`config.mk`:
```
export PLATFORM = sky130hd
export DESIGN_NAME = zx_screen_writer
export DESIGN_NICKNAME = d
export VERILOG_FILES = /design/src/rtl/zx_screen_pkg.sv /design/src/rtl/zx_addr_gen.sv /design/src/rtl/zx_screen_writer.sv
export SDC_FILE = /design/constraint.sdc
export NUM_CORES = 1
export LEC_CHECK = 0
export CORE_MARGIN = 2
export CORE_UTILIZATION = 40
export DETAILED_ROUTE_END_ITERATION = 12
export GPL_ROUTABILITY_DRIVEN = 0
export HOLD_SLACK_MARGIN = 0.03
export PLACE_DENSITY = 0.71
export SLEW_MARGIN = 10
export SYNTH_ARGS = -nofsm -noshare
export SYNTH_HDL_FRONTEND = slang
export SYNTH_SLANG_ARGS = --single-unit
```
`constraint.sdc`:
```
create_clock -name clk -period 2.58 [get_ports clk]
set_input_delay 0.516 -clock clk [delete_from_list [all_inputs] [get_ports clk]]
set_output_delay 0.516 -clock clk [all_outputs]
set_load 0.01 [all_outputs]
```
`src/rtl/zx_screen_pkg.sv`:
```
// Shared constants, command layout and the ZX interleaved pixel address map,
// used by both the screen writer and the scan-out side.
package zx_screen_pkg;

    localparam int PIX_BYTES  = 6144;
    localparam int ATTR_BYTES = 768;
    localparam int ATTR_BASE  = 6144;
    localparam int ROWS       = 24;
    localparam int COLS       = 32;

    localparam logic OP_CHAR = 1'b0;
    localparam logic OP_FILL = 1'b1;

    typedef struct packed {
        logic       op;
        logic [4:0] row;
        logic [4:0] col;
        logic [7:0] chr;
        logic [7:0] attr;
    } zx_cmd_t;

    // y is the pixel line 0..191; thirds, line-in-cell and row-in-third are interleaved.
    function automatic logic [12:0] pix_addr(input logic [7:0] y, input logic [4:0] col);
        return {y[7:6], y[2:0], y[5:3], col};
    endfunction

endpackage

```
`src/rtl/zx_addr_gen.sv`:
```
// Combinational mapper from character cell (row, col) plus glyph line to the
// pixel byte address and the cell's attribute byte address.
module zx_addr_gen
    import zx_screen_pkg::*;
#(
    parameter int ADDR_W    = 13,
    parameter int ATTR_BASE = 6144,
    parameter int COLS      = 32
) (
    input  logic [4:0]        row,
    input  logic [2:0]        line,
    input  logic [4:0]        col,
    output logic [ADDR_W-1:0] pix,
    output logic [ADDR_W-1:0] attr
);

    assign pix  = ADDR_W'(pix_addr({row, line}, col));
    assign attr = ADDR_W'(ATTR_BASE) + ADDR_W'(row) * ADDR_W'(COLS) + ADDR_W'(col);

endmodule

```
`src/rtl/zx_screen_writer.sv`:
```
// Write-side engine for the ZX screen RAM: plots 8x8 glyph cells fetched from a
// synchronous font ROM and fills the whole screen, one RAM byte per cycle.
module zx_screen_writer
    import zx_screen_pkg::*;
#(
    parameter int ADDR_W    = 13,
    parameter int ATTR_BASE = 6144,
    parameter int ROWS      = 24,
    parameter int COLS      = 32
) (
    input  logic              clk,
    input  logic              resetn,
    input  logic              cmd_valid,
    output logic              cmd_ready,
    input  logic              cmd_op,
    input  logic [4:0]        cmd_col,
    input  logic [4:0]        cmd_row,
    input  logic [7:0]        cmd_char,
    input  logic [7:0]        cmd_attr,
    output logic [10:0]       font_addr,
    input  logic [7:0]        font_data,
    output logic [ADDR_W-1:0] vram_addr,
    output logic [7:0]        vram_din,
    output logic              vram_we,
    output logic              done,
    output logic              err
);

    localparam logic [2:0] ST_IDLE     = 3'd0;
    localparam logic [2:0] ST_CH_FETCH = 3'd1;
    localparam logic [2:0] ST_CH_PIX   = 3'd2;
    localparam logic [2:0] ST_CH_ATTR  = 3'd3;
    localparam logic [2:0] ST_FL_PIX   = 3'd4;
    localparam logic [2:0] ST_FL_ATTR  = 3'd5;

    localparam logic [ADDR_W-1:0] PIX_LAST  = ADDR_W'(ATTR_BASE - 1);
    localparam logic [ADDR_W-1:0] ATTR_LAST = ADDR_W'(ATTR_BASE + ATTR_BYTES - 1);

    logic [2:0]        state_r;
    zx_cmd_t           cmd_r;
    logic [2:0]        line_r;
    logic [2:0]        line_nxt_s;
    logic [ADDR_W-1:0] vram_addr_r;
    logic [7:0]        din_r;
    logic              we_r;
    logic [10:0]       font_addr_r;
    logic              done_r;
    logic              err_r;
    logic [ADDR_W-1:0] pix_s;
    logic [ADDR_W-1:0] attr_s;

    zx_addr_gen #(
        .ADDR_W    (ADDR_W),
        .ATTR_BASE (ATTR_BASE),
        .COLS      (COLS)
    ) u_addr_gen (
        .row  (cmd_r.row),
        .line (line_nxt_s),
        .col  (cmd_r.col),
        .pix  (pix_s),
        .attr (attr_s)
    );

    // Glyph line whose pixel address is loaded at the next edge.
    always_comb begin
        line_nxt_s = 3'd0;
        if (state_r == ST_CH_PIX) begin
            line_nxt_s = line_r + 3'd1;
        end else begin
            line_nxt_s = 3'd0;
        end
    end

    // Command sequencer; all write-port outputs are registered here.
    always_ff @(posedge clk or negedge resetn) begin
        if (!resetn) begin
            state_r     <= ST_IDLE;
            cmd_r       <= '0;
            line_r      <= 3'd0;
            vram_addr_r <= '0;
            din_r       <= 8'h00;
            we_r        <= 1'b0;
            font_addr_r <= 11'd0;
            done_r      <= 1'b0;
            err_r       <= 1'b0;
        end else begin
            done_r <= 1'b0;
            err_r  <= 1'b0;
            case (state_r)
                ST_IDLE: begin
                    if (cmd_valid) begin
                        if (cmd_op == OP_FILL) begin
                            cmd_r       <= '{op: cmd_op, row: cmd_row, col: cmd_col,
                                             chr: cmd_char, attr: cmd_attr};
                            vram_addr_r <= '0;
                            din_r       <= 8'h00;
                            we_r        <= 1'b1;
                            state_r     <= ST_FL_PIX;
                        end else if (cmd_row < 5'(ROWS)) begin
                            cmd_r       <= '{op: cmd_op, row: cmd_row, col: cmd_col,
                                             chr: cmd_char, attr: cmd_attr};
                            font_addr_r <= {cmd_char, 3'd0};
                            state_r     <= ST_CH_FETCH;
                        end else begin
                            err_r <= 1'b1;
                        end
                    end
                end
                ST_CH_FETCH: begin
                    font_addr_r <= {cmd_r.chr, 3'd1};
                    vram_addr_r <= pix_s;
                    line_r      <= 3'd0;
                    we_r        <= 1'b1;
                    state_r     <= ST_CH_PIX;
                end
                ST_CH_PIX: begin
                    if (line_r == 3'd7) begin
                        vram_addr_r <= attr_s;
                        din_r       <= cmd_r.attr;
                        state_r     <= ST_CH_ATTR;
                    end else begin
                        line_r      <= line_r + 3'd1;
                        vram_addr_r <= pix_s;
                        // ROM stays one line ahead; nothing to prefetch past line 7.
                        if (line_r < 3'd6) begin
                            font_addr_r <= {cmd_r.chr, line_r + 3'd2};
                        end
                    end
                end
                ST_CH_ATTR: begin
                    we_r    <= 1'b0;
                    done_r  <= 1'b1;
                    state_r <= ST_IDLE;
                end
                ST_FL_PIX: begin
                    vram_addr_r <= vram_addr_r + ADDR_W'(1);
                    if (vram_addr_r == PIX_LAST) begin
                        din_r   <= cmd_r.attr;
                        state_r <= ST_FL_ATTR;
                    end
                end
                ST_FL_ATTR: begin
                    if (vram_addr_r == ATTR_LAST) begin
                        we_r    <= 1'b0;
                        done_r  <= 1'b1;
                        state_r <= ST_IDLE;
                    end else begin
                        vram_addr_r <= vram_addr_r + ADDR_W'(1);
                    end
                end
                default: begin
                    we_r    <= 1'b0;
                    state_r <= ST_IDLE;
                end
            endcase
        end
    end

    assign cmd_ready = (state_r == ST_IDLE);
    assign font_addr = font_addr_r;
    assign vram_addr = vram_addr_r;
    // Glyph bytes arrive from the ROM in the very cycle they are written.
    assign vram_din  = (state_r == ST_CH_PIX) ? font_data : din_r;
    assign vram_we   = we_r;
    assign done      = done_r;
    assign err       = err_r;

endmodule

```
==> After elaboration in Yosys (flattened, before gate mapping) <==
Cells that the tools add are included.
{ "totals": {"ramBits": 0, "output_inout_bits": 36, "reg_bits": 67, "input_bits": 38, "n_memories": 0, "elab_cells": 92, "latchBits": 0, "mem_bits_ro": 0} }
{ "classes": {"multipliers": 0, "shift": 0, "n_addsub": 5, "magnitude_cmp": 2, "bitwise": 1, "reduce_logical": 14, "n_mux": 39, "div_mod_pow": 0, "n_eq_ne": 19} }
{ "op_table": {"columns": ["op", "n"], "rows": [
  ["13-bit case mux with 5 select lines", 1],
  ["11-bit two-way mux", 5],
  ["13-bit two-way mux", 4],
  ["26-bit two-way mux", 2],
  ["8-bit two-way mux", 5],
  ["11-bit case mux with 3 select lines", 1],
  ["13-bit equality test, second input constant", 2],
  ["3-bit two-way mux", 8],
  ["8-bit case mux with 3 select lines", 1],
  ["3-bit case mux with 5 select lines", 1],
  ["12-bit by 11-bit adder with 13-bit output, first input constant", 1],
  ["13-bit by 1-bit adder with 13-bit output, second input constant", 1],
  ["13-bit by 5-bit adder with 13-bit output", 1],
  ["2-bit != test, second input constant", 6],
  ["5-bit AND reduction", 2],
  ["3-bit equality test, second input constant", 3],
  ["1-bit two-way mux", 8],
  ["2-bit by 1-bit != test with 1-bit output, second input constant", 4],
  ["4-bit AND reduction", 2],
  ["3-bit by 2-bit equality test with 1-bit output, second input constant", 2],
  ["3-bit case mux with 2 select lines", 1],
  ["6-bit AND reduction", 1],
  ["3-bit nonzero test", 2],
  ["5-bit < comparator, second input constant", 1],
  ["14 further kinds", 15]
]} }

==> Depth between registers and ports, before layout <==
Gate-level depths: netlist of the first run.
{ "logic_depth": {"word_depth": 5, "ltp_mapped": 7, "depth_no_buf": 6} }

==> Modules after synthesis <==
A second synthesis of the first run with hierarchy kept.
{ "unflattened": {"hier_cells": 332, "area_unflattened_um2": 3575.9} }
{ "modules_own_cells": {"columns": ["module", "seq_area_each_um2", "cells_per_inst", "instances", "area_each_um2"], "rows": [
  ["zx_screen_writer", 1676.6, 304, 1, 3373.2],
  ["zx_addr_gen", 0.0, 28, 1, 202.7]
]} }

==> Least setup slack after synthesis of the first run <==
No wires, ideal clock.
{ "synth_timing": {"path_type": "register to register", "startpoint": "register line_r[0]", "endpoint": "register font_addr_r[0] (netlist: font_addr[0])", "arrival_time_ns": 2.036, "stages_incl_launch_ff": 8, "synth_period_minus_slack_ns": 2.161, "required_time_ns": 2.455, "slack_ns": 0.419, "setup_ns": 0.125, "path_buffers": 2, "path_cell_list": "dfrtp_1 > ha_1 > ha_1 > buf_2 > or3_4 > a221oi_4 > buf_12 > mux2_4"} }
{ "synth_between": {"elab_chain_len": 4, "word_cells_on_any_way": 9, "classes_between": "1 x add/sub; 1 x order compare; 3 x eq/ne; 3 x mux; 1 x reduce/logical"} }
{ "synth_rtl": {"columns": ["item", "line_no", "rtl"], "rows": [
  ["start, declared", "zx_screen_writer.sv:41", "logic [2:0] line_r;"],
  ["start signal, assigned", "zx_screen_writer.sv:122", "line_r <= line_r + 3'd1;"],
  ["3-bit by 2-bit adder with 3-bit output", "zx_screen_writer.sv:126", "font_addr_r <= {cmd_r.chr, line_r + 3'd2};"],
  ["11-bit two-way mux", "zx_screen_writer.sv:125", "if (line_r < 3'd6) begin"],
  ["11-bit two-way mux", "zx_screen_writer.sv:117", "if (line_r == 3'd7) begin"],
  ["11-bit case mux with 3 select lines", "zx_screen_writer.sv:89", "case (state_r)"],
  ["end signal, assigned", "zx_screen_writer.sv:102", "font_addr_r <= {cmd_char, 3'd0};"],
  ["end signal, assigned", "zx_screen_writer.sv:110", "font_addr_r <= {cmd_r.chr, 3'd1};"],
  ["end signal, assigned", "zx_screen_writer.sv:126", null],
  ["end, declared", "zx_screen_writer.sv:46", "logic [10:0] font_addr_r;"]
]} }
Parallel ways exist; a longest one is shown, timed or not. The select of a mux whose other input is x is not followed.
A chain may end at the register's enable or synchronous reset.

==> Worst setup path after layout of the first run <==
{ "layout_timing": {"startpoint": "register state_r[2]", "endpoint": "output vram_din[7]"} }
{ "layout_between": {"elab_chain_len": 2} }
{ "layout_rtl": {"columns": ["item", "line_no", "rtl"], "rows": [
  ["start, declared", "zx_screen_writer.sv:39", "logic [2:0] state_r;"],
  ["start signal, assigned", "zx_screen_writer.sv:77", "state_r <= ST_IDLE;"],
  ["start signal, assigned", "zx_screen_writer.sv:98", "state_r <= ST_FL_PIX;"],
  ["start signal, assigned", "zx_screen_writer.sv:103", "state_r <= ST_CH_FETCH;"],
  ["3-bit by 2-bit equality test with 1-bit output", "zx_screen_writer.sv:163", "assign vram_din = (state_r == ST_CH_PIX) ? font_data : din_r;"],
  ["8-bit two-way mux", "zx_screen_writer.sv:163", null],
  ["end, declared", "zx_screen_writer.sv:23", "output logic [7:0] vram_din,"]
]} }
No other way between the ends.

==> impl_metrics.py, run 1 <==
metrics = {
    "layout": {
        "register_area_mm2": 0.00168,
        "final_cell_mix": "72 x clkdlybuf4s50_1, 67 x dfrtp_1, 44 x nand2_1",
        "area_growth_pct": 29.5,
        "layout-drive-gt1-share_pct": 21.7,
        "final_nets": 456,
        "antenna_cells": 0,
        "fin_cells": 527,
        "multi_input_area_mm2": 0.00177,
        "nFillCells": 794,
        "final_common_cell": "clkdlybuf4s50_1",
        "fin_util_pct": 53.6,
    },
    "timing": {
        "fin_crit_sh_pct": 95.3,
        "setup_violations": 0,
        "hold_viol_final": 0,
        "relSlewSlack_pct": 55.2,
        "final.min_clock_period_ns": 2.46,
        "final.setup.tns_ns": 0,
        "rsz0062_at_grt": "no",
        "drv_slew": 0,
        "skew_ns": 0.0112,
        "max_freq_mhz": 407,
        "setup_slack_ns": 0.121,
        "tightest_slew_ns": 0.671,
    },
    "yosys": {
        "synth_cells": 335,
        "yosys.area_share.simple_pct": 14.5,
        "synth.ff_latch_count": 67,
        "yosys_warnings": 0,
        "synth-compound-area-share_pct": 15.7,
        "synth_nets": 377,
        "synth_top_flop_cell": "dfrtp_1",
        "muxShareOfSynthArea_pct": 16.4,
        "synth_edf_count": 0,
        "synthXorXnorAreaFrac_pct": 0.728,
        "seq_area_frac_synth_pct": 46.5,
        "yosys.area.top_type_share_pct": 46.5,
        "synth_area_mm2": 0.00361,
        "synth_fa_ha_area_share_pct": 1.39,
        "synth.distinct_cells": 50,
        "synth_top_family_by_area": "multiplexers",
        "synthArstFlopShare_pct": 100,
        "synth.top_cells.by_area": "dfrtp_1 46%, mux2_2 11%, nand2_1 4.6%, o211ai_1 4.2%, mux2_4 3.7%",
        "syn_area_per_cell_um2": 10.8,
        "yosys.area.top_type": "dfrtp_1",
    },
    "global_routing": {
        "met1_usage_pct": 23.6,
        "antenna_found_initial": 0,
        "top_usage_layer": "met2",
        "gr-usage-met3_pct": 4.68,
        "grt_pass1_vias": 2988,
        "met2_usage_pct": 30.0,
        "grt_usage_pct": 18.3,
        "grt_max_degree": 31,
        "grt-ovfl-total": 0,
        "grt_pass1_wl_um": 14400,
    },
    "place": {
        "dp.cells": 511,
        "dp_hpwl_um": 6100,
        "portBuffers": 73,
        "dp_slack_ns": 0.237,
    },
    "critical_path": {
        "required_ns": 2.06,
        "worstRegToRegCells": 6,
        "crit_top_cell": "nand2_1",
        "critPathCapture": "vram_din[7]",
        "critPathLaunchType": "flop",
        "cp_slowest_cell": "clkdlybuf4s50_1",
        "worstReg2RegEnd": "font_addr[10]",
        "end_kind": "output port",
        "slowest_delay_ns": 0.53,
        "critical_path.max_fanout": 8,
        "r2r-start": "line_r[1]",
        "crit_path_start": "state_r[2]",
        "critPathArrivalTime_ns": 1.94,
        "rrSetupSlack_ns": 0.25,
        "critical_path.cell_chain": "nand2b_2, nor2_4, buf_4, nand2_1, nand2_1, clkdlybuf4s50_1",
        "critPathKind": "reg -> out",
    },
    "die": {
        "io_pins": 74,
        "dieArea_mm2": 0.00979,
        "row_count": 34,
        "core_region_area_mm2": 0.00872,
        "initial_core_util_pct": 41.4,
        "die_w_um": 99.0,
        "dieHeight_um": 99.0,
    },
    "power": {
        "leakage_nw": 2.01,
        "p_sw_share_pct": 22.1,
        "power_mw": 2.00,
        "combPwrFrac_pct": 6.0,
        "internal-power_mw": 1.56,
        "power_frac_clock_pct": 41.1,
        "power_frac_seq_pct": 52.9,
        "ir_drop_uv": 331,
        "p_per_area_mw_per_mm2": 429,
        "p_sw_uw": 443,
    },
    "min_path": {
        "hp-class": "in -> async",
    },
    "route": {
        "vias": 2869,
        "wire_per_inst_um": 16.0,
        "vias_per_cell": 5.44,
        "routed_wl_um": 8430,
        "antenna_left": 0,
        "drtPass1Iterations": 4,
        "remaining_drc_errors": 0,
        "drt_iter0_drc": 174,
    },
    "flow_run": {
        "maxCapViolations": 0,
    },
    "cts": {
        "tritoncts": "yes",
        "clockBufferDepth": 2,
        "ctsHoldBuffers": 0,
        "h-tree-depth": 3,
        "path_clk_slew_ns": 0.07,
        "clk_latency_ns": 0.35,
        "cts_buffers": 9,
        "clkSinkCount": 67,
        "root_buffer": "clkbuf_8",
        "post_cts_buffers": 0,
    },
    "run_status": {
        "status": "completed",
    },
}
-- kinds of logic (layout without fill, tap and decap cells) --
| group | after synthesis | after routing |
|---|---|---|
| buffers and inverters | 32 | 116 |
| xor gates and xnor gates | 3 | 3 |
| AOI/OAI and AO/OA | 76 | 76 |
| and+or+nand+nor | 103 | 103 |
| muxes | 50 | 50 |
| DFF | 67 | 67 |
| adders and majority gates | 4 | 4 |
-- worst max-delay path, delay by kind of cell, from the launching register on --
family	cells	cell delay, ns
buf+inv	2	0.70
simple gates	4	0.49
flops	1	0.41
-- stage by stage --
step	cell area, um2	hold WS [ns]
6_report	4670	0.0933
3_5_place_dp	4470	0.476
3_3_place_gp	4470	0.468
4_1_cts	4660	0.101
2_1_floorplan	3610	0.220
5_1_grt	4670	0.112
-- routing by layer --
metal	part of all wire [%]	wire [um]	up-vias
met1	43	3640	1406
met5	0	0	-
met4	1.4	119	0
met2	50	4200	71
li1	-	-	1381
met3	5.5	464	11
-- sequential cells by signal, indices dropped and copies added, names as in the netlist --
register,cells
vram_addr,13
cmd_r,26
line_r,3
err,1
done,1
font_addr,11
state_r,3
din_r,8
vram_we,1
-- synth_stat cells (all sizes together), types with 2 or more instances --
master	number
dfrtp	67
mux2	46
nand2	44
o211ai	22
o21ai	20
buf	15
nand3	13
nor2	13
inv	11
a21oi	9
a221o	6
clkbuf	6
nor3	6
nor4	6
nand2b	5
ha	4
mux2i	4
nor2b	4
a211o	3
a211oi	3
nand4	3
o221ai	3
xnor2	3
a221oi	2
and2	2
o2bb2ai	2
-- power by group through the flow --
| stage | Sequential [mW] | Clock (mW) | Combinational, mW |
|---|---|---|---|
| floorplan | 1.08 | 0 | 0.0210 |
| global placement | 1.08 | 0 | 0.120 |
| detailed placement | 1.08 | 0 | 0.123 |
| CTS | 1.06 | 0.837 | 0.123 |
| global route | 1.06 | 0.882 | 0.130 |
| finish | 1.06 | 0.823 | 0.120 |
-- repair_timing --
action	4_1_cts	5_1_grt
gates resized for setup	2	2
setup endpoints to repair	1	6
cloned	0	0
-- worst min-delay path by stage --
stage / startpoint / end / cells past startpoint / slack [ns]
2_1_floorplan: resetn / cmd_r[0] / 0 / 0.22
3_3_place_gp: resetn / cmd_r[17] / 1 / 0.47
3_5_place_dp: resetn / cmd_r[16] / 1 / 0.48
4_1_cts: resetn / cmd_r[20] / 1 / 0.10
5_1_grt: resetn / cmd_r[16] / 1 / 0.11
6_report: resetn / cmd_r[20] / 1 / 0.09
-- final cells by class --
class,count,share of cell area (%)
flip-flops and latches,67,35.9
well taps,108,2.89
inverters,11,0.884
clock buffers,13,3.62
clock inverters,3,0.455
repair buffers,89,18.4
multi-input cells,236,37.9
Note: power is estimated with default switching activity, not from simulation.
==> inputs of run 2 (changes only) <==
CORE_MARGIN = not set   (was 2)
SETUP_SLACK_MARGIN = 0.02   (was not set)
==> impl_metrics.py, run 2 (synthesis gave the netlist of run 1 again) <==
metrics = {
    "timing": {
        "skew_ns": 0.0108,
        "setup_violations": 0,
        "drv_slew": 0,
        "max_freq_mhz": 411,
        "final.setup.tns_ns": 0,
        "hold_viol_final": 0,
        "relSlewSlack_pct": 56.5,
        "fin_crit_sh_pct": 94.4,
        "tightest_slew_ns": 0.652,
        "rsz0062_at_grt": "no",
        "final.min_clock_period_ns": 2.44,
    },
    "die": {
        "initial_core_util_pct": 41.4,
        "die_w_um": 97.0,
        "dieArea_mm2": 0.00940,
        "dieHeight_um": 97.0,
        "core_region_area_mm2": 0.00872,
        "row_count": 34,
        "io_pins": 74,
    },
    "critical_path": {
        "crit_family": "buffers and inverters",
        "critical_path.cell_chain": "nand2b_2, nor2_4, buf_6, nand2_1, nand2_1, clkdlybuf4s50_1",
        "critPathKind": "reg -> out",
        "critPathArrivalTime_ns": 1.92,
        "cp_slowest_cell": "clkdlybuf4s50_1",
        "critical_path.max_fanout": 8,
        "required_ns": 2.06,
        "end_kind": "output port",
        "slowest_delay_ns": 0.53,
        "critPathLaunchType": "flop",
        "crit_top_cell": "nand2_1",
        "cp_num_buf_inv": 2,
    },
    "cts": {
        "clkSinkCount": 67,
        "clk_latency_ns": 0.34,
        "path_clk_slew_ns": 0.08,
        "clockBufferDepth": 2,
        "tritoncts": "yes",
        "root_buffer": "clkbuf_8",
        "cts_buffers": 9,
        "h-tree-depth": 3,
    },
    "layout": {
        "largest_reg_flops": 26,
        "largest-register": "cmd_r",
        "final_common_cell": "clkdlybuf4s50_1",
        "final_area_mm2": 0.00473,
        "area_growth_pct": 31.0,
        "nFillCells": 779,
        "antenna_cells": 0,
        "layout-drive-gt1-share_pct": 22.5,
        "final_nets": 459,
        "final_cell_mix": "72 x clkdlybuf4s50_1, 66 x dfrtp_1, 44 x nand2_1",
    },
    "power": {
        "leakage_nw": 2.03,
        "power_frac_clock_pct": 44.8,
        "p_per_area_mw_per_mm2": 452,
        "power_frac_seq_pct": 49.7,
        "p_sw_uw": 458,
        "combPwrFrac_pct": 5.5,
        "ir_drop_uv": 310,
        "internal-power_mw": 1.68,
        "p_sw_share_pct": 21.5,
    },
    "global_routing": {
        "grt-ovfl-total": 0,
        "grt_usage_pct": 18.2,
        "grt_pass1_vias": 2938,
        "grt_pass1_wl_um": 13900,
        "grt_max_degree": 26,
        "antenna_found_initial": 0,
    },
    "place": {
        "portBuffers": 73,
        "placed_area_mm2": 0.00448,
        "dp_hpwl_um": 5840,
    },
    "route": {
        "antenna_left": 0,
        "drt_iter0_drc": 253,
        "vias": 2863,
        "wire_per_inst_um": 15.6,
        "vias_per_cell": 5.40,
        "drtPass1Iterations": 4,
        "routed_wl_um": 8280,
        "remaining_drc_errors": 0,
    },
    "run_status": {
        "status": "completed",
    },
    "flow_run": {
        "maxCapViolations": 0,
    },
    "min_path": {
        "hp-class": "in -> async",
    },
}
==> run 2: cell count changes in the layout (fill, tap and decap cells not counted) <==
cell        change
bufinv_16       +2
inv_6           +1
clkbuf_8        -3
dfrtp_1         -1
clkinvlp_4      +1
clkinv_4        -1
buf_6           +1
buf_4           +2
dfrtp_2         +1
==> run 2: metal layers <==
| metal | up-vias | track usage (%) | share of wire [%] | wire length, um |
|---|---|---|---|---|
| met4 | 0 | 6.77 | 1.1 | 87 |
| li1 | 1386 | - | - | - |
| met2 | 85 | 29.5 | 48 | 3950 |
| met1 | 1384 | 23.5 | 45 | 3750 |
| met3 | 8 | 4.48 | 5.8 | 482 |
| met5 | - | 0 | 0 | 0 |
==> run 2: power by group through the flow <==
stage                     Combinational, mW  Clock (mW)  Sequential [mW]
after floorplan                      0.0210           0             1.08
after global routing                  0.128        1.02             1.06
after detailed placement              0.120           0             1.08
final                                 0.117       0.956             1.06
after CTS                             0.121       0.981             1.06
after global placement                0.117           0             1.08
==> run 2: final timing paths <==
path	startpoint	endpoint	slack (ns)	depth (start not counted)
worst max-delay path	state_r[2]	vram_din[2]	0.14	6
worst min-delay path	resetn	vram_addr[2]	0.13	1
worst max register to register	line_r[0]	font_addr[10]	0.42	6
worst min register to register	cmd_r[9]	cmd_r[9]	0.51	1
max in group asynchronous	resetn	err	1.74	2
min in group clk	cmd_r[9]	cmd_r[9]	0.51	1
==> run 2: final cells by class <==
| cell class | instances | area [um2] | share of cell area [%] |
|---|---|---|---|
| multi-input cells | 236 | 1770 | 37.5 |
| well taps | 108 | 135 | 2.86 |
| clock buffers | 10 | 128 | 2.70 |
| clock inverters | 6 | 88.8 | 1.88 |
| repair buffers | 92 | 885 | 18.7 |
| inverters | 11 | 41.3 | 0.874 |
| flip-flops and latches | 67 | 1680 | 35.5 |
==> run 2: per-stage QoR <==
stage          std cells  worst slack (ns)  util (%)  hold slack, ns  power, mW
2_1_floorplan        335             0.419         -           0.220       1.10
5_1_grt              530            0.0362      54.2           0.144       2.21
6_report             530             0.144      54.2           0.132       2.13
3_3_place_gp         513             0.275      51.4           0.481       1.20
3_5_place_dp         513             0.245      51.4           0.490       1.20
4_1_cts              529            0.0386      54.0           0.129       2.16
==> run 2: repair_timing <==
action | 4_1_cts | 5_1_grt
endpoints found under the setup margin | 8 | 8
hold endpoints to repair | 0 | 0
pin swaps | 0 | 1
setup buffers | 0 | 1
hold buffers | 0 | 0
gates resized for setup | 2 | 4
==> inputs of run 3 (changes only) <==
CORE_MARGIN = 4   (was not set)
==> impl_metrics.py, run 3 (synthesis gave the netlist of run 1 again) <==
metrics = {
    "layout": {
        "largest-register": "cmd_r",
        "final_nets": 456,
        "final_common_cell": "clkdlybuf4s50_1",
        "area_growth_pct": 29.0,
        "antenna_cells": 0,
        "final_cell_mix": "72 x clkdlybuf4s50_1, 67 x dfrtp_1, 44 x nand2_1",
        "largest_reg_flops": 26,
        "layout-drive-gt1-share_pct": 21.3,
        "nFillCells": 779,
        "fin_util_pct": 53.1,
    },
    "route": {
        "vias_per_cell": 5.53,
        "remaining_drc_errors": 0,
        "antenna_left": 0,
        "vias": 2907,
        "drtPass1Iterations": 5,
        "wire_per_inst_um": 16.7,
        "routed_wl_um": 8810,
        "drt_iter0_drc": 214,
    },
    "timing": {
        "skew_ns": 0.00769,
        "setup_violations": 0,
        "final.setup.tns_ns": 0,
        "rsz0062_at_grt": "no",
        "drv_slew": 0,
        "tightest_slew_ns": 0.578,
        "final.min_clock_period_ns": 2.42,
        "max_freq_mhz": 414,
        "relSlewSlack_pct": 61.5,
        "fin_crit_sh_pct": 93.6,
        "hold_viol_final": 0,
    },
    "power": {
        "leakage_nw": 2.00,
        "p_per_area_mw_per_mm2": 427,
        "ir_drop_uv": 240,
    },
    "critical_path": {
        "critical_path.max_fanout": 8,
        "end_kind": "output port",
        "critPathArrivalTime_ns": 1.90,
        "required_ns": 2.06,
        "critPathKind": "reg -> out",
        "critPathLaunchType": "flop",
    },
    "cts": {
        "clockBufferDepth": 2,
        "h-tree-depth": 3,
        "clkSinkCount": 67,
        "ctsHoldBuffers": 0,
        "cts_buffers": 9,
        "clk_latency_ns": 0.34,
        "tritoncts": "yes",
        "root_buffer": "clkbuf_8",
        "path_clk_slew_ns": 0.07,
    },
    "flow_run": {
        "maxCapViolations": 0,
    },
    "run_status": {
        "status": "completed",
    },
    "place": {
        "portBuffers": 73,
        "dp_hpwl_um": 6260,
    },
    "global_routing": {
        "antenna_found_initial": 0,
        "grt_usage_pct": 17.7,
        "grt_max_degree": 68,
        "grt_pass1_vias": 2867,
        "grt-ovfl-total": 0,
        "grt_pass1_wl_um": 14500,
    },
    "die": {
        "core_region_area_mm2": 0.00876,
        "row_count": 34,
        "initial_core_util_pct": 41.2,
        "io_pins": 74,
        "dieArea_mm2": 0.0106,
        "dieHeight_um": 103,
        "die_w_um": 103,
    },
    "min_path": {
        "hp-class": "in -> async",
    },
}
==> run 3: what timing repair did <==
action | CTS | global route
resized for setup | 0 | 2
setup endpoints to repair | 0 | 8
buffers inserted | 0 | 1
==> run 3: cell type report <==
type,count,area [um2],share of cell area [%]
clock buffers,13,169,3.63
inverters,11,41.3,0.887
multi-input cells,236,1760,37.9
well taps,108,135,2.90
repair buffers,89,858,18.4
flip-flops and latches,67,1680,36.0
clock inverters,2,10.0,0.215
==> run 3: metal layers <==
| metal | part of all wire [%] | wire length (um) | global-route usage, % |
|---|---|---|---|
| met1 | 43 | 3810 | 24.2 |
| met2 | 50 | 4390 | 28.0 |
| met3 | 5.5 | 488 | 3.59 |
| met4 | 1.3 | 114 | 6.37 |
| met5 | 0 | 0 | 0 |
==> run 3: worst paths after layout <==
| check | from | to | slack, ns | cells past startpoint |
|---|---|---|---|---|
| setup reg to reg | line_r[0] | font_addr[10] | 0.24 | 6 |
| max in group asynchronous | resetn | cmd_r[11] | 2.09 | 2 |
| hold reg to reg | cmd_r[23] | vram_addr[7] | 0.49 | 2 |
| hold / removal | resetn | line_r[2] | 0.17 | 2 |
| min in group clk | cmd_r[23] | vram_addr[7] | 0.49 | 2 |
| setup / recovery | state_r[2] | vram_din[2] | 0.16 | 6 |
==> run 3: power breakdown <==
part           leakage (nW)  internal, mW  switching [mW]
registers             0.830          1.06         0.00448
clock network        0.0953         0.420           0.389
logic                  1.08        0.0754          0.0434
==> run 3: worst max-delay path, cell delays in order (launching register included) <==
cell             delay [ns]
dfrtp_1                0.40
nand2b_1               0.19
nor2_2                 0.14
buf_4                  0.17
nand2_1                0.06
nand2_1                0.05
clkdlybuf4s50_1        0.54
==> run 3: metrics by stage <==
stage | instance area (um2) | hold WS, ns | power [mW] | setup slack, ns | cells
6_report | 4650 | 0.174 | 1.99 | 0.165 | 526
5_1_grt | 4650 | 0.210 | 2.07 | 0.0602 | 526
4_1_cts | 4640 | 0.192 | 2.00 | 0.0239 | 525
3_5_place_dp | 4460 | 0.474 | 1.20 | 0.254 | 510
3_3_place_gp | 4460 | 0.476 | 1.20 | 0.282 | 510
2_1_floorplan | 3610 | 0.220 | 1.10 | 0.419 | 335
